<file path="config.mk">
export PLATFORM = sky130hd
export DESIGN_NAME = stopwatch_lap_ctrl
export DESIGN_NICKNAME = d
export VERILOG_FILES = /design/src/rtl/stopwatch_lap_ctrl.sv
export SDC_FILE = /design/constraint.sdc
export NUM_CORES = 1
export LEC_CHECK = 0
export BUFFER_PORTS_ARGS = -buffer_cell sky130_fd_sc_hd__buf_2
export CAP_MARGIN = 20
export CORE_ASPECT_RATIO = 1.75
export CORE_UTILIZATION = 60
export CTS_CLUSTER_DIAMETER = 120
export DETAILED_ROUTE_END_ITERATION = 16
export PLACE_DENSITY_LB_ADDON = 0.1
export SLEW_MARGIN = 20
export SYNTH_ARGS = -nofsm -noshare
export SYNTH_HDL_FRONTEND = slang
export SYNTH_SLANG_ARGS = --single-unit
</file>
<file path="constraint.sdc">
create_clock -name clk_100hz -period 3.6 [get_ports clk_100hz]
set_clock_uncertainty 0.2 [all_clocks]
set_input_delay 0.18 -clock clk_100hz [delete_from_list [all_inputs] [get_ports clk_100hz]]
set_output_delay 0.18 -clock clk_100hz [all_outputs]
set_load 0.01 [all_outputs]
</file>
<file path="src/rtl/stopwatch_lap_ctrl.sv">
// 100 Hz SS.cc stopwatch core: up/down BCD counter, start/stop FSM, split display,
// lap memory and alarm/done flags, feeding the 7-segment display mux.
module stopwatch_lap_ctrl #(
    parameter int LAP_DEPTH  = 4,
    parameter int LAP_AW     = 2,
    parameter int ALARM_SEC  = 10,
    parameter int PRESET_SEC = 30
) (
    input  logic              clk_100hz,
    input  logic              rst_n,
    input  logic              start_stop,
    input  logic              split,
    input  logic              lap,
    input  logic              clear,
    input  logic              mode_down,
    input  logic [LAP_AW-1:0] lap_rd_idx,
    output logic [14:0]       disp_time,
    output logic [14:0]       lap_rd_time,
    output logic [LAP_AW:0]   lap_count,
    output logic              running,
    output logic              alarm,
    output logic              done
);

    typedef enum logic [1:0] {
        S_IDLE,
        S_RUN,
        S_STOP,
        S_DONE
    } state_t;

    // Time is held as four BCD nibbles {sec_h, sec_l, cs_h, cs_l}; sec_h never exceeds 5.
    localparam logic [15:0] ZERO_T   = 16'h0000;
    localparam logic [15:0] ONE_T    = 16'h0001;
    localparam logic [15:0] ALARM_T  = {4'(ALARM_SEC / 10), 4'(ALARM_SEC % 10), 8'h00};
    localparam logic [15:0] PRESET_T = {4'(PRESET_SEC / 10), 4'(PRESET_SEC % 10), 8'h00};
    localparam logic [LAP_AW:0] LAP_FULL = (LAP_AW + 1)'(LAP_DEPTH);

    state_t            state_q;
    logic              mode_q;
    logic [15:0]       time_q;
    logic [14:0]       disp_q;
    logic [LAP_AW:0]   lap_cnt_q;
    logic              running_q;
    logic              alarm_q;
    logic              done_q;
    logic [14:0]       lap_mem_q [LAP_DEPTH];

    logic [3:0]        at_edge;
    logic [3:0]        carry;
    logic [15:0]       step_d;
    logic [15:0]       reload_d;
    logic              wrap_d;
    logic              lap_wr;
    logic              reach_zero;

    // Each digit steps when every lower digit sits at its roll-over value
    // (max when counting up, zero when counting down).
    generate
        for (genvar gi = 0; gi < 4; gi++) begin : g_digit
            localparam logic [3:0] DMAX  = (gi == 3) ? 4'd5 : 4'd9;
            localparam logic [3:0] LOWER = 4'((1 << gi) - 1);
            logic [3:0] nib;

            assign nib         = time_q[gi*4 +: 4];
            assign at_edge[gi] = mode_q ? (nib == 4'd0) : (nib == DMAX);
            assign carry[gi]   = &(at_edge | ~LOWER);
            assign step_d[gi*4 +: 4] = !carry[gi]  ? nib :
                                       at_edge[gi] ? (mode_q ? DMAX : 4'd0) :
                                       (mode_q ? nib - 4'd1 : nib + 4'd1);
        end
    endgenerate

    assign wrap_d     = &at_edge;
    assign reload_d   = mode_down ? PRESET_T : ZERO_T;
    assign reach_zero = mode_q && ((time_q == ONE_T) || (time_q == ZERO_T));
    assign lap_wr     = lap && !clear && (lap_cnt_q != LAP_FULL) &&
                        ((state_q == S_RUN) || (state_q == S_STOP));

    always_ff @(posedge clk_100hz or negedge rst_n) begin
        if (!rst_n) begin
            state_q   <= S_IDLE;
            mode_q    <= 1'b0;
            time_q    <= ZERO_T;
            disp_q    <= '0;
            lap_cnt_q <= '0;
            running_q <= 1'b0;
            alarm_q   <= 1'b0;
            done_q    <= 1'b0;
        end else if (clear) begin
            state_q   <= S_IDLE;
            mode_q    <= mode_down;
            time_q    <= reload_d;
            disp_q    <= reload_d[14:0];
            lap_cnt_q <= '0;
            running_q <= 1'b0;
            alarm_q   <= 1'b0;
            done_q    <= 1'b0;
        end else begin
            if (!split) begin
                disp_q <= time_q[14:0];
            end
            if (lap_wr) begin
                lap_cnt_q <= lap_cnt_q + 1'b1;
            end
            case (state_q)
                S_IDLE: begin
                    mode_q <= mode_down;
                    time_q <= reload_d;
                    if (start_stop) begin
                        state_q   <= S_RUN;
                        running_q <= 1'b1;
                    end
                end
                S_RUN: begin
                    if (reach_zero) begin
                        time_q    <= ZERO_T;
                        state_q   <= S_DONE;
                        running_q <= 1'b0;
                        done_q    <= 1'b1;
                    end else begin
                        time_q <= step_d;
                        if (!mode_q && (step_d == ALARM_T)) begin
                            alarm_q <= 1'b1;
                        end else if (!mode_q && wrap_d) begin
                            alarm_q <= 1'b0;
                        end
                        if (start_stop) begin
                            state_q   <= S_STOP;
                            running_q <= 1'b0;
                        end
                    end
                end
                S_STOP: begin
                    if (start_stop) begin
                        state_q   <= S_RUN;
                        running_q <= 1'b1;
                    end
                end
                default: begin
                    // Terminal until clear; start_stop is ignored here.
                    state_q <= S_DONE;
                end
            endcase
        end
    end

    // Lap entries are written in arrival order and never overwritten once full.
    always_ff @(posedge clk_100hz or negedge rst_n) begin
        if (!rst_n) begin
            for (int i = 0; i < LAP_DEPTH; i++) begin
                lap_mem_q[i] <= '0;
            end
        end else if (lap_wr) begin
            lap_mem_q[lap_cnt_q[LAP_AW-1:0]] <= time_q[14:0];
        end
    end

    assign lap_rd_time = ({1'b0, lap_rd_idx} < lap_cnt_q) ? lap_mem_q[lap_rd_idx] : 15'h0000;
    assign disp_time   = disp_q;
    assign lap_count   = lap_cnt_q;
    assign running     = running_q;
    assign alarm       = alarm_q;
    assign done        = done_q;

endmodule

</file>
### After elaboration in Yosys (flattened, before gate mapping)

Cells that the tools add are included.

| storage, ports and cells | value |
|---|---|
| register bits | 100 |
| output and inout bits | 36 |
| logic and storage cells | 124 |

| cells by class | value |
|---|---|
| add/sub/neg operators | 9 |
| $lt $le $gt $ge | 4 |
| equality and inequality tests | 13 |
| multiplexer cells | 52 |
| bitwise logic cells | 2 |
| reduce and logical (&&, ||, !) cells | 32 |

Operators by type and width:

| cell | count |
|---|---|
| $mux 15 | 6 |
| $bwmux 60 | 1 |
| $mux 4 | 12 |
| $mux 16 | 2 |
| $pmux 16 s2 | 1 |
| $bmux 15 s2 | 1 |
| $demux 15 s2 | 1 |
| $mux 1 | 18 |
| $add 4x1->4 const B | 4 |
| $eq 16x1->1 const B | 1 |
| $eq 16x13->1 const B | 1 |
| $logic_not 16->1 | 1 |
| $logic_not 4->1 | 4 |
| $sub 4x1->4 const B | 4 |
| $mux 14 | 1 |
| $eq 4x4->1 const B | 3 |
| $mux 3 | 3 |
| $reduce_and 3->1 | 3 |
| $reduce_bool 3->1 | 3 |
| $mux 2 | 4 |
| $reduce_bool 2->1 | 4 |
| $logic_and 1x1->1 | 7 |
| $ge 3x3->1 const B | 2 |
| $not 2->3 | 2 |
| 19 further kinds | 23 |

### Depth between registers and ports, before layout

Gate-level depths: netlist of the first run.

| logic depth | value |
|---|---|
| depth in word-level cells | 10 |
| depth in mapped cells | 8 |
| depth with buffers taken out | 7 |

### Least setup slack after synthesis of the first run

OpenSTA, ideal clock, no wires.

| timing | value |
|---|---|
| path kind | register to register |
| start | reg mode_q |
| end | reg alarm_q (netlist: alarm) |
| library setup time | 92 ps |
| arrival | 2250 ps |
| setup slack | 1058 ps |
| stages on the path, launching flop included | 7 |
| path through | dfrtp_1 > fa_1 > nor4_1 > o221ai_1 > a2111oi_2 > o2111ai_1 > o31ai_2 |

| between the ends | value |
|---|---|
| longest elaborated chain between the ends | 9 |
| elaborated cells on any way between the ends | 32 |

RTL lines:

| item | line | RTL |
|---|---|---|
| start, declared | 40 | `logic mode_q;` |
| start signal, assigned | 92 | `mode_q <= mode_down;` |
| start signal, assigned | 108 | `mode_q <= mode_down;` |
| $mux 1 (tied with other cells) | 66 | `assign at_edge[gi] = mode_q ? (nib == 4'd0) : (nib == DMAX);` |
| $reduce_and 3->1 (tied with other cells) | 67 | `assign carry[gi] = &(at_edge \| ~LOWER);` |
| $mux 4 | 68 | `assign step_d[gi*4 +: 4] = !carry[gi] ? nib :` |
| $eq 16x13->1 | 123 | `if (!mode_q && (step_d == ALARM_T)) begin` |
| $logic_and 1x1->1 | 123 |  |
| $mux 1 | 123 |  |
| $mux 1 | 116 | `if (reach_zero) begin` |
| $mux 1 | 106 | `case (state_q)` |
| $mux 1 | 90 | `end else if (clear) begin` |
| end signal, assigned | 88 | `alarm_q <= 1'b0;` |
| end signal, assigned | 124 | `alarm_q <= 1'b1;` |
| end signal, assigned | 126 | `alarm_q <= 1'b0;` |
| end, declared | 45 | `logic alarm_q;` |

Parallel ways exist; a longest one is shown, timed or not. The select of a mux whose other input is x is not followed.
A chain may end at the register's enable or synchronous reset.

### Worst setup path after layout of the first run

| timing | value |
|---|---|
| start | reg mode_q |
| end | reg time_q[11] |

| between the ends | value |
|---|---|
| longest elaborated chain between the ends | 6 |
| elaborated cells on any way between the ends | 12 |

RTL lines:

| item | line | RTL |
|---|---|---|
| $mux 4 (tied with other cells) | 70 | `(mode_q ? nib - 4'd1 : nib + 4'd1);` |
| $mux 4 or $reduce_and 2->1 (tied branches) | 69, 67 |  |
| $mux 4 | 68 |  |
| $mux 16 * | 116 |  |
| $pmux 16 s2 * | 106 |  |
| $mux 16 * | 90 |  |
| end signal, assigned | 93 | `time_q <= reload_d;` |
| end signal, assigned | 109 | `time_q <= reload_d;` |
| end signal, assigned | 122 | `time_q <= step_d;` |
| end, declared | 41 | `logic [15:0] time_q;` |

Mark *: on every way between the ends. The rest lies on a longest branch, timed or not.

==> impl.org, run 1 <==
** Run status
- The flow ran to the end, and the final reports show no timing, DRC or antenna violations.

** Synthesis
- After synthesis, the largest family of logic cells by area is multiplexers.
- The number of nets in the synthesized netlist is about 500.
- Portion of the post-synthesis area used by sequential elements :: between 40% and 50%
- Synthesized-area fraction occupied by ao, oa, aoi and oai cells :: approximately an eighth
- Sorting the synthesized cells by area gives the leading types as dfrtp_1 47%, mux2_2 8.0%, mux4_2 6.3%.
- Proportion of synthesized area in mux cells :: 19.2%
- Synthesized area per cell :: between 10 and 15 um^2
- Counting flops and latches in the post-synthesis netlist gives 100.
- Fraction of the mapped netlist area in adder cells :: ~5.5%
- After synthesis, the netlist uses 62 different library cells.
- The synthesized design devotes to its leading area cell type a little under half of total area.
- Of all cell types, the one taking the most synthesized area is dfrtp_1.
- Ys flop type :: dfrtp_1
- Number of enable flip-flop cells after synthesis :: 0
- Number of standard cells after synthesis :: ~460
- The synthesized netlist devotes about 1.3% of its cell area to XOR and XNOR gates.
- Synth Area in Simple Gates :: 10.8%
- Yosys warning count :: 0
- Share of async-settable or async-resettable flops after synthesis :: 100%
- The cell area that synthesis handed to floorplanning was roughly 5300 um^2.

** Routing
- Drt first pass iters :: 4
- For this run, design rule violations remaining after detail routing come to 0.
- Count of routing violations after the opening detailed-route iteration :: about 330
- Total number of vias :: approximately 3800
- Wire length after detailed routing :: around 12 mm
- The count of nets left with antenna violations once routing finished came out at 0.
- After detailed routing, the average wire length per cell comes to 19.7 um.
- Using the TritonRoute via totals, the vias-per-cell ratio works out to around 6.1.

** Clock tree
- No sink is reached through more buffers than the 2 on the longest clock path.
- Root Buffer Master :: clkbuf_16
- Post-CTS clock slew at the launch and capture registers of the worst setup and hold paths :: approximately 0.07 ns
- TritonCTS clock tree :: built
- CTS Sinks :: 100
- CTS Buf Count :: 9
- H-tree level count :: 3
- Total setup buffers inserted after CTS :: 0
- Insertion delay to the later sink of the worst-skew pair :: 0.35 ns

** Timing
- RSZ-0062 raised after global routing :: false
- Setup total negative slack on the finished layout was measured at 0 ns.
- Finish-stage setup viols :: 0
- Final min period :: between 3 and 4 ns
- Based on the critical path, the design can be clocked at up to ~330 MHz.
- Final-report max-slew violation count :: 0
- Final hold analysis gives a worst-case slack of 0.0169 ns.
- Measured against its own limit, the worst slew margin works out to between 30% and 40%.
- Final count of hold timing violations :: 0
- Final worst path period share :: a little over four fifths
- Transition time of the tightest slew-check pin :: 0.913 ns

** Global routing
- Number of antenna violations at the first check in global routing :: 0
- Across every metal layer, demand over resource in global routing totals around 30%.
- Entering global routing, the biggest net connects 69 pins.
- The via count of the first global-routing pass was between 3000 and 4000.
- For this run the aggregate overflow at the end of global routing stands at 0.
- Met1 usage in global routing :: a little under two fifths
- Global routing used between 50% and 60% of the available met2 tracks.
- The first global-routing pass estimated just over 20 mm of wire.
- Busiest grt layer :: met2
- For met3 alone, demand over resource in global routing was about 4.4%.

** Min path
- The path class of the tightest hold or removal check is input port to flip-flop.

** Power and ir drop
- Leakage power figure :: between 2 and 3 nW
- Net switching fraction of the power :: about 37%
- Part of the power in combinational logic :: a little over a third
- Power per cell area :: 672 nW/um^2
- Overall power consumption after layout is estimated at 0.00404 W.
- Proportion of power drawn by flip-flops and latches :: 38.8%
- Max IR drop VDD :: 0.449 mV
- Summed over all nets, the switching power comes to ~0.0015 W.
- The clock network accounts for a little over a quarter of the total power.
- The internal power of the cells totals ~0.0026 W.

** Floorplanning
- Core Box Area :: about 8600 um^2
- # rows :: 45
- The die is roughly 73 um wide.
- Height of the die :: 127 um
- Once the floorplan was initialized, standard cells occupied around 60% of the core.
- During I/O placement, the number of pins put on the boundary was 45.
- Die outline area :: 9260 um^2

** Placed design
- GPL Wtd Cong :: approximately 0.84
- Dpl hpwl :: between 8 and 9 mm
- Number of input and output port buffers inserted :: between 40 and 50
- Post-place instance area :: 5650 um^2

** Critical path
- The worst setup path is captured at a flip-flop.
- The setup path with the least slack is of type flip-flop to flip-flop.
- For the worst setup path, the data required time is roughly 3.6 ns.
- Arrival time worst endpoint :: slightly above 3 ns
- Of all nets on the critical path, the largest fanout is 20.
- The worst setup path is launched from a flip-flop.

** Final layout
- The filler cells instantiated in the layout total approximately 660.
- Fraction of final layout cells sized beyond drive strength 1 :: 26.0%
- After routing the design area is ~6000 um^2.
- The final layout contains around 530 nets.
- Cells fill ~70% of the core in the end.
- In the final layout, flip-flops and latches occupy around 2500 um^2.
- Multi-input gate area :: ~2700 um^2
- ANT cells :: 0
- Area overhead of the layout relative to synthesis :: 13.0%

** Run
- Across the run, the number of max-cap violations was 0.
[final cells by class]
type,count,area share (%)
inverters,14,0.874
multi-input cells,322,44.1
well taps,117,2.43
clock inverters,4,1.33
clock buffers,11,4.20
repair buffers,57,5.45
flip-flops and latches,100,41.6
[cell families (layout without fill, tap and decap cells)]
| logic type | count (synthesis) | after routing |
|---|---|---|
| buffers and inverters | 42 | 86 |
| AOI/OAI and AO/OA | 99 | 99 |
| xor gates and xnor gates | 8 | 8 |
| DFF | 100 | 100 |
| and+or+nand+nor | 116 | 116 |
| adders and majority gates | 21 | 21 |
| muxes | 78 | 78 |
[registers in the layout (all words and copies together), names as in the netlist]
name / cells
alarm: 1
disp_time: 15
done: 1
lap_count: 3
lap_mem_q: 60
mode_q: 1
running: 1
state_q: 2
time_q: 16
[cells in the mapped netlist, drive strengths merged (2+ instances only)]
| master | instances |
|---|---|
| a211o | 2 |
| a211oi | 3 |
| a21boi | 3 |
| a21o | 5 |
| a21oi | 17 |
| a22o | 3 |
| a32o | 4 |
| and2 | 2 |
| and3 | 4 |
| buf | 7 |
| clkbuf | 21 |
| dfrtp | 100 |
| fa | 4 |
| ha | 17 |
| inv | 14 |
| mux2 | 44 |
| mux2i | 19 |
| mux4 | 15 |
| nand2 | 41 |
| nand2b | 3 |
| nand3 | 2 |
| nand3b | 2 |
| nor2 | 28 |
| nor2b | 16 |
| nor3 | 4 |
| nor4 | 4 |
| o21a | 2 |
| o21ai | 36 |
| o22ai | 2 |
| o311ai | 2 |
| o31ai | 5 |
| o32ai | 3 |
| o41ai | 3 |
| or3 | 2 |
| or3b | 2 |
| or4 | 2 |
| xnor2 | 2 |
| xor2 | 6 |
[worst paths after layout]
| check | startpoint | to | slack [ns] | depth (start not counted) |
|---|---|---|---|---|
| setup / recovery | mode_q | time_q[11] | 0.59 | 7 |
| hold / removal | lap | lap_count[0] | 0.02 | 4 |
| setup reg to reg | mode_q | time_q[11] | 0.59 | 7 |
| hold reg to reg | lap_mem_q[33] | lap_mem_q[33] | 0.28 | 2 |
| max in group asynchronous | rst_n | lap_count[2] | 2.13 | 3 |
| min in group asynchronous | rst_n | lap_mem_q[34] | 0.28 | 2 |
[layout by cell type, fill, tap and decap left out, types with 4 or more instances in the layout]
master,instances
dfrtp_1,100
buf_4,11
nor2_1,28
ha_1,17
o21ai_1,16
nor2b_1,16
buf_2,43
mux4_2,15
mux2_2,38
a32o_1,4
o21ai_0,20
mux2_1,6
nor4_1,4
xor2_1,6
fa_1,4
a21o_1,5
nand2_1,41
and3_1,4
a21oi_1,17
mux2i_1,19
clkbuf_16,9
nor3_1,4
inv_1,14
[power by group through the flow]
stage	combinational [W]	sequential (W)	clock, W
global placement	0.00136	0.00157	0
CTS	0.00140	0.00156	0.00108
finish	0.00141	0.00157	0.00107
floorplan	0.00104	0.00148	0
global route	0.00156	0.00160	0.00113
detailed placement	0.00138	0.00158	0
[repair_timing]
item / CTS / global route
resized for setup: 0 / 0
hold buffers: 3 / 0
endpoints found under the hold margin: 71 / 0
[worst max-delay path, cell delays in order (launching register included)]
cell and delay (ns):
dfrtp_1 0.71, buf_4 0.36, or3b_1 0.42, a211oi_4 0.44, and2_2 0.28, a31o_1 0.19
o41ai_1 0.08, a22o_1 0.21
[metal layers]
metal	share of wire (%)	up-vias
met5	0	-
met3	3.8	27
met2	54	113
met1	39	1926
li1	-	1768
met4	2.9	0
[through the flow]
| step | worst slack [ns] | std cells |
|---|---|---|
| after floorplan | 1.06 | 464 |
| after global placement | 0.689 | 607 |
| final | 0.591 | 625 |
| after CTS | 0.618 | 625 |
| after detailed placement | 0.639 | 607 |
| after global routing | 0.392 | 625 |
(Power assumes the default switching activity.)
==> run 2: changes to the inputs <==
--- a/config.mk
+++ b/config.mk
@@ -5,6 +5,7 @@
 export SDC_FILE = /design/constraint.sdc
 export NUM_CORES = 1
 export LEC_CHECK = 0
+export ABC_AREA = 1
 export BUFFER_PORTS_ARGS = -buffer_cell sky130_fd_sc_hd__buf_2
 export CAP_MARGIN = 20
 export CORE_ASPECT_RATIO = 1.75
==> constraint.sdc (replaced) <==
create_clock -name clk_100hz -period 2.8 [get_ports clk_100hz]
set_clock_uncertainty 0.2 [all_clocks]
set_input_delay 0.14 -clock clk_100hz [delete_from_list [all_inputs] [get_ports clk_100hz]]
set_output_delay 0.14 -clock clk_100hz [all_outputs]
set_load 0.01 [all_outputs]
==> impl.org, run 2 <==
** Timing
- The number of pins with negative max-slew slack in the final report was 0 (unchanged).
- Finish-stage setup viols :: 0 (unchanged)
- The normalized max-slew margin came to 44.3% (+5.3 points).
- Transition time of the tightest slew-check pin :: 0.834 ns (-0.0789 ns)
- Total negative slack for setup checks :: 0 ns (unchanged)
- The post-route clock period utilization came to 87.7% (+4.1 points).
- The maximum clock frequency was 407 MHz (+23%).
- Final min period :: 2.46 ns (-0.554 ns)
- RSZ-0062 raised after global routing :: false
- The number of hold violations in the final report is 0 (unchanged).
- The smallest hold slack came to 0.0236 ns (+0.00677 ns).

** Critical path
- Type of element launching the critical path :: flip-flop
- Worst setup path class :: flip-flop to flip-flop
- Crit Path Max Fanout :: 14 (-30%)
- Critical R2R Launch :: mode_q
- The reg2reg setup slack came to 0.34 ns (-0.25 ns).
- Arrival time worst endpoint :: 2.52 ns (-0.52 ns)
- Critical path endpoint category :: flip-flop
- Data required time at the worst endpoint :: 2.87 ns (-0.76 ns)
- Crit path launch :: mode_q

** Floorplanning
- The effective utilization at floorplan is 62.5% (+0.76 points).
- The horizontal die dimension is 72.6 um (-0.82%).
- Core Box Area :: 8370 um^2 (-2.9%)
- Height of the die :: 126 um (-0.83%)
- The number of rows in the core area was 44 (-2.2%).
- The total die area came to 9110 um^2 (-1.6%).
- I/O pins :: 45 (unchanged)

** Clock tree
- CTS Buf Count :: 9 (unchanged)
- The number of sinks handled by clock tree synthesis came to 100 (unchanged).
- H-tree level count :: 3 (unchanged)
- The largest buffer count on any clock path was 2 (unchanged).
- CTS placed an instance of clkbuf_16 at the clock tree root.
- The later-pin clock latency in the skew report is 0.34 ns (about the same).
- Post-CTS clock slew at the launch and capture registers of the worst setup and hold paths :: 0.06 ns (about the same)
- Quantity of gates resized following cts :: 0 (unchanged)
- TritonCTS built the clock tree.

** Synthesis
- Cell area after synthesis :: 5230 um^2 (-1.7%)
- Most frequent cell after synthesis :: nand2_1
- The instance count of the mapped netlist is 638 (+38%).
- The share of Yosys cell area claimed by the top area cell type is 47.8% (+0.80 points).
- The mean instance size in the synthesized netlist came to 8.20 um^2 (-28%).
- Top cells by area, synth :: dfrtp_1 48%, o21ai_0 9.9%, nand2_1 9.0%
- The number of synthesized register bits was 100 (unchanged).
- Among all flip-flop cells after synthesis, the most frequent one is dfrtp_1.
- The number of different library cells in the post-synthesis netlist is 34 (-45%).
- The commonest cells after synthesis are 125 x nand2_1, 103 x o21ai_0, 100 x dfrtp_1.
- The number of enable-type register cells in the synthesized netlist is 0 (unchanged).
- Of all cell types, the one taking the most synthesized area is dfrtp_1.
- Portion of the post-synthesis area used by sequential elements :: 47.8% (+0.80 points)
- The fraction of synthesis flops using an asynchronous set or reset pin is 100% (unchanged).
- Yosys warning count :: 0 (unchanged)
- Post-synthesis net count :: 668 (+35%)

** Run
- Max-capacitance violation count :: 0 (unchanged)

** Routing
- Count of routing violations after the opening detailed-route iteration :: 396 (+21%)
- The DRC violations left was 0 (unchanged).
- Drt first pass iters :: 7 (+3)
- The number of vias in the routed layout came to 4558 (+19%).
- The detailed-route vias per instance is 5.71 (-6.9%).
- The per-cell routed wire length came to 16.8 um (-15%).
- The number of antenna-violating nets in the routed design is 0 (unchanged).
- Wire length after detailed routing :: 13.4 mm (+9.1%)

** Final layout
- Highest-count cells in the layout ignoring fill and taps :: 125 x nand2_1, 103 x o21ai_0, 100 x dfrtp_1, 71 x inv_1, 53 x a21oi_1
- Area overhead of the layout relative to synthesis :: 13.0% (about the same)
- The area of the multi-input gates is 2320 um^2 (-12%).
- The library cell used most frequently in the layout, excluding fill and tap cells, is nand2_1.
- The fraction of layout cells with a size suffix above 1 was 12.4% (-14 points).
- ANT cells :: 0 (unchanged)
- Fill count :: 717 (+9.5%)
- The net count reported at finish was 709 (+33%).
- Largest register FFs :: 60 (unchanged)
- Layout Utilization :: 70.6% (+0.83 points)
- Area taken by flip-flops and latches :: 2500 um^2 (unchanged)
- The register with the most flip-flops in the final layout is lap_mem_q.
- Number of cells in the finished layout apart from fillers :: 798 (+28%)

** Min path
- Type of the most critical hold path :: input port to flip-flop
- Hold wc startpoint :: lap

** Placed design
- The placed cell count was 780 (+29%).
- GPL Wtd Cong :: 0.920 (+9.5%)
- The count of input and output buffers was 44 (unchanged).
- The half-perimeter wire length after placement came to 9.37 mm (+12%).

** Power and ir drop
- Power per cell area :: 941 nW/um^2 (+40%)
- The static leakage power was 2.86 nW (-2.5%).
- Overall power after layout :: 0.00556 W (+38%)
- The largest voltage drop on the vdd net is 0.576 mV (+28%).

** Global routing
- The via count of the first global-routing pass was 4403 (+10%).
- The initial antenna violation count was 0 (unchanged).
- The wire length of the first global-routing pass came to 22.1 mm (+8.1%).
- Total grt overflow :: 0 (unchanged)
- The largest net degree at the start of global routing is 56 (-19%).
- Global Route Usage Sum :: 32.1% (+2.0 points)

** Run status
- The flow ran to the end, and the final reports show no timing, DRC or antenna violations.
==> run 2: cell types whose count changed after synthesis, sizes merged, moves of 6 or more <==
cell,before,now
nand2,41,128
o21a,2,15
nor2,28,34
o21ai,36,103
o22ai,2,8
mux2i,19,0
a21oi,17,54
mux2,44,0
nor2b,16,0
mux4,15,0
nand3,2,39
nand4,0,7
inv,14,74
==> run 2: layout make-up <==
cell class | instances | share of cell area (%)
Clock inverter | 2 | 1.02
Clock buffer | 13 | 4.06
Sequential cell | 100 | 42.3
Tap cell | 115 | 2.43
Inverter | 74 | 4.70
Timing Repair Buffer | 60 | 6.14
Multi-Input combinational cell | 434 | 39.3
==> run 2: cell families (layout without fill, tap and decap cells) <==
group | Yosys count | after routing | share of synthesized area, %
AND/OR/NAND/NOR | 214 | 214 | 17.5
flip-flops | 100 | 100 | 47.8
AO/OA/AOI/OAI | 190 | 190 | 19.7
XOR/XNOR | 9 | 9 | 1.65
buffers and inverters | 104 | 149 | 7.82
adder cells (fa/ha/maj) | 21 | 21 | 5.60
==> run 2: layer usage <==
metal  track usage (%)  up-vias  share of wire, %
met2              53.6      163                52
met3              4.19       36               4.7
met4              14.9        0               3.5
li1                  -     2186                 -
met1              40.7     2173                40
met5                 0        -                 0
==> run 2: stage by stage <==
stage	cell area, um^2	setup slack (ns)
finish	5910	0.345
detailed placement	5580	0.371
CTS	5910	0.356
floorplan	5230	0.636
global placement	5580	0.390
global route	5910	0.0926
==> run 2: what timing repair did <==
action,4_1_cts,5_1_grt
setup buffers,0,0
hold endpoints to repair,52,0
hold buffers,3,0
==> run 2: final timing paths <==
path                                 endpoint  cells after the start
worst max-delay path                    alarm                     10
worst min-delay path             lap_count[0]                      3
worst max register to register          alarm                     10
worst min register to register   lap_mem_q[0]                      2
max in group asynchronous       lap_mem_q[35]                      3
min in group asynchronous       lap_mem_q[32]                      2
==> run 2: worst max-delay path, stage by stage, from the launching register on <==
cell	delay, ns
dfrtp_1	0.61
buf_4	0.30
fa_1	0.44
xor2_1	0.17
a21boi_0	0.17
nand2_1	0.08
nand2_1	0.09
nand3_1	0.08
nor2_1	0.09
nand2_1	0.07
a21oi_2	0.11
==> run 2: where the power goes <==
group / leakage, nW / switching [W] / internal (W)
Clock: 0.144 / 0.000504 / 0.000780
Combinational: 1.49 / 0.00135 / 0.000784
Sequential: 1.23 / 0.000295 / 0.00184
==> run 3: changes to the inputs <==
--- a/config.mk
+++ b/config.mk
@@ -13,6 +13,7 @@
 export CTS_CLUSTER_DIAMETER = 120
 export DETAILED_ROUTE_END_ITERATION = 16
 export PLACE_DENSITY_LB_ADDON = 0.1
+export SETUP_SLACK_MARGIN = 0.5
 export SLEW_MARGIN = 20
 export SYNTH_ARGS = -nofsm -noshare
 export SYNTH_HDL_FRONTEND = slang
==> impl.org, run 3 (synthesis results as in run 2) <==
** Timing
- The normalized max-slew margin is 58.4% (+14 points).
- The post-route clock period utilization was 79.5% (-8.2 points).
- The setup TNS is 0 ns (unchanged).
- The number of hold violations in the final report came to 0 (unchanged).
- Transition time of the tightest slew-check pin :: 0.624 ns (-0.210 ns)
- The shortest period the worst path allows came to 2.23 ns (-0.228 ns).
- The number of pins with negative max-slew slack in the final report came to 0 (unchanged).
- The maximum clock frequency was 449 MHz (+10%).
- Setup repair after global routing could not meet its margin everywhere.
- Finish-stage setup viols :: 0 (unchanged)

** Critical path
- The startpoint identified for the worst register-to-register timing path is mode_q.
- Most frequent cell on the critical path :: nand2_1
- Critical path endpoint category :: flip-flop
- Worst setup path end :: alarm
- Register-to-register setup slack :: 0.57 ns (+0.23 ns)
- The worst reg2reg path depth is 12 (+2).
- Type of element launching the critical path :: flip-flop
- The critical path starts at mode_q.
- Data required time at the worst endpoint :: 2.82 ns (-0.05 ns)
- The critical path goes through buf_6 -> buf_4 -> fa_2 -> inv_1 -> nor2_1 -> nand2_1 -> nand2_1 -> nor2_2 -> nand3_1 -> nor2_1 -> nand2_1 -> a21oi_2.
- The largest individual stage delay along the critical path comes from the cell fa_2.
- The data arrival time at the worst-slack endpoint was 2.25 ns (-0.27 ns).
- R2R Path End :: alarm
- The critical path is of the flip-flop to flip-flop type.
- Crit Path Max Fanout :: 6 (-8)
- The delay contributed by the slowest stage of the critical path is 0.56 ns (-0.05 ns).

** Clock tree
- The later-pin clock latency in the skew report was 0.34 ns (about the same).
- The total CTS buffers is 9 (unchanged).
- CTS Sinks :: 100 (unchanged)
- H-tree level count :: 3 (unchanged)
- Root Buffer Master :: clkbuf_16
- TritonCTS built the clock tree.
- The clock-pin slew of the registers on the worst-case setup and hold paths came to 0.06 ns (about the same).
- Largest buffer count on any clock path :: 2 (unchanged)

** Routing
- Drt first pass iters :: 7 (unchanged)
- The detailed router's first-iteration violation count was 420 (+6.1%).
- Antenna violation net count after detailed routing :: 0 (unchanged)
- The detailed-route vias per instance was 5.77 (+1.0%).
- The total wire length after detailed routing came to 13.7 mm (+2.5%).
- The number of vias in the routed layout is 4662 (+2.3%).
- The DRC violations left was 0 (unchanged).
- Mean routed wirelength per cell :: 17.0 um (+1.2%)

** Final layout
- The number of fillers in the final layout is 700 (-2.4%).
- From synthesis to final layout, the design area changed by 15.5%.
- Highest-count cells in the layout ignoring fill and taps :: 123 x nand2_1, 103 x o21ai_0, 98 x dfrtp_1, 69 x inv_1, 52 x a21oi_1
- The net count reported at finish came to 719 (+1.4%).
- Top reg by flops :: lap_mem_q
- Leaving out fill and tap cells, the most frequent cell in the layout is nand2_1.
- The number of antenna repair diodes was 0 (unchanged).
- The number of flip-flops in the largest register was 60 (unchanged).
- The fraction of layout cells with a size suffix above 1 was 15.4% (+3.0 points).
- Layout Utilization :: 72.2% (+1.6 points)

** Global routing
- The wire length of the first global-routing pass is 22.2 mm (+0.31%).
- Via count of the first global-routing pass :: 4427 (+0.55%)
- The largest net degree at the start of global routing was 56 (unchanged).
- The initial antenna violation count came to 0 (unchanged).
- Global Route Usage Sum :: 32.2% (+0.10 points)
- The leftover overflow at the end of global routing came to 0 (unchanged).

** Floorplanning
- I/O pins :: 45 (unchanged)
- The number of rows in the core area came to 44 (unchanged).
- The total core area was 8370 um^2 (unchanged).
- The total die area came to 9110 um^2 (unchanged).
- Height of the die :: 126 um (unchanged)
- The effective utilization at floorplan was 62.5% (unchanged).
- Horizontal die dimension :: 72.6 um (unchanged)

** Min path
- In this run the most critical hold path is launched from lap.
- The min-delay analysis places its worst path in the category input port to flip-flop.

** Power and ir drop
- The post-layout total power came to 0.00571 W (+2.6%).
- The static leakage power came to 2.91 nW (+1.6%).
- The largest voltage drop on the vdd net is 0.595 mV (+3.3%).
- The power density over the cells was 944 nW/um^2 (+0.34%).

** Run status
- Status :: finished, final reports clean

** Placed design
- The half-perimeter wire length after placement is 9.37 mm (unchanged).
- The count of input and output buffers is 44 (unchanged).
- GPL Wtd Cong :: 0.920 (unchanged)

** Run
- The number of max-capacitance violations reported came to 0 (unchanged).
run 3: how the worst min path moves through the flow:
stage	endpoint	slack (ns)	depth (start not counted)
3_3_place_gp	lap_mem_q[32]	-0.01	1
3_5_place_dp	lap_mem_q[32]	-0.008	1
6_report	lap_count[0]	0.03	3
4_1_cts	lap_count[0]	0.01	3
2_1_floorplan	alarm	-0.36	0
5_1_grt	disp_time[8]	0.05	3
run 3: timing repair:
item / 4_1_cts / 5_1_grt
endpoints found under the hold margin: 52 / 0
resized for setup: 1 / 20
hold buffers: 3 / 0
pin swaps: 0 / 3
buffers inserted: 3 / 6
endpoints found under the setup margin: 4 / 24
gates cloned: 0 / 1
run 3: metrics by stage:
stage / setup slack, ns / instance area (um^2) / cells / hold WS, ns
after floorplan: 0.636 / 5230 / 638 / -0.356
after global placement: 0.390 / 5580 / 780 / -0.00958
after detailed placement: 0.371 / 5580 / 780 / -0.00838
after CTS: 0.551 / 5950 / 801 / 0.0125
after global routing: 0.474 / 6040 / 808 / 0.0485
final: 0.573 / 6040 / 808 / 0.0279
run 3: power breakdown:
| part | internal (W) | switching, W | leakage (nW) |
|---|---|---|---|
| Sequential | 0.00185 | 0.000285 | 1.23 |
| Combinational | 0.000874 | 0.00142 | 1.53 |
| Clock | 0.000780 | 0.000503 | 0.144 |
run 3: worst max-delay path: cells and delay by family (launching register included):
kind / cells / cell delay, ns
buffers and inverters: 3 / 0.33
adders and majority gates: 1 / 0.56
AOI/OAI and AO/OA: 1 / 0.05
DFF: 1 / 0.48
and+or+nand+nor: 7 / 0.49
run 3: layout make-up:
class / count / area, um^2 / area share [%]
clock buffers: 13 / 240 / 3.97
clock inverters: 2 / 60.1 / 0.994
inverters: 74 / 282 / 4.66
multi-input cells: 434 / 2350 / 38.9
flip-flops and latches: 100 / 2500 / 41.4
well taps: 115 / 144 / 2.38
repair buffers: 69 / 454 / 7.51
repair inverters: 1 / 7.51 / 0.124
run 3: routing by layer:
metal / GRT usage (%) / share of wire [%] / vias to the layer above / wire [um]
met5: 0 / 0 / - / 0
met4: 15.1 / 3.8 / 0 / 528
met3: 4.19 / 4.6 / 42 / 639
met2: 53.8 / 52 / 175 / 7180
met1: 40.8 / 39 / 2235 / 5400
li1: - / - / 2210 / -
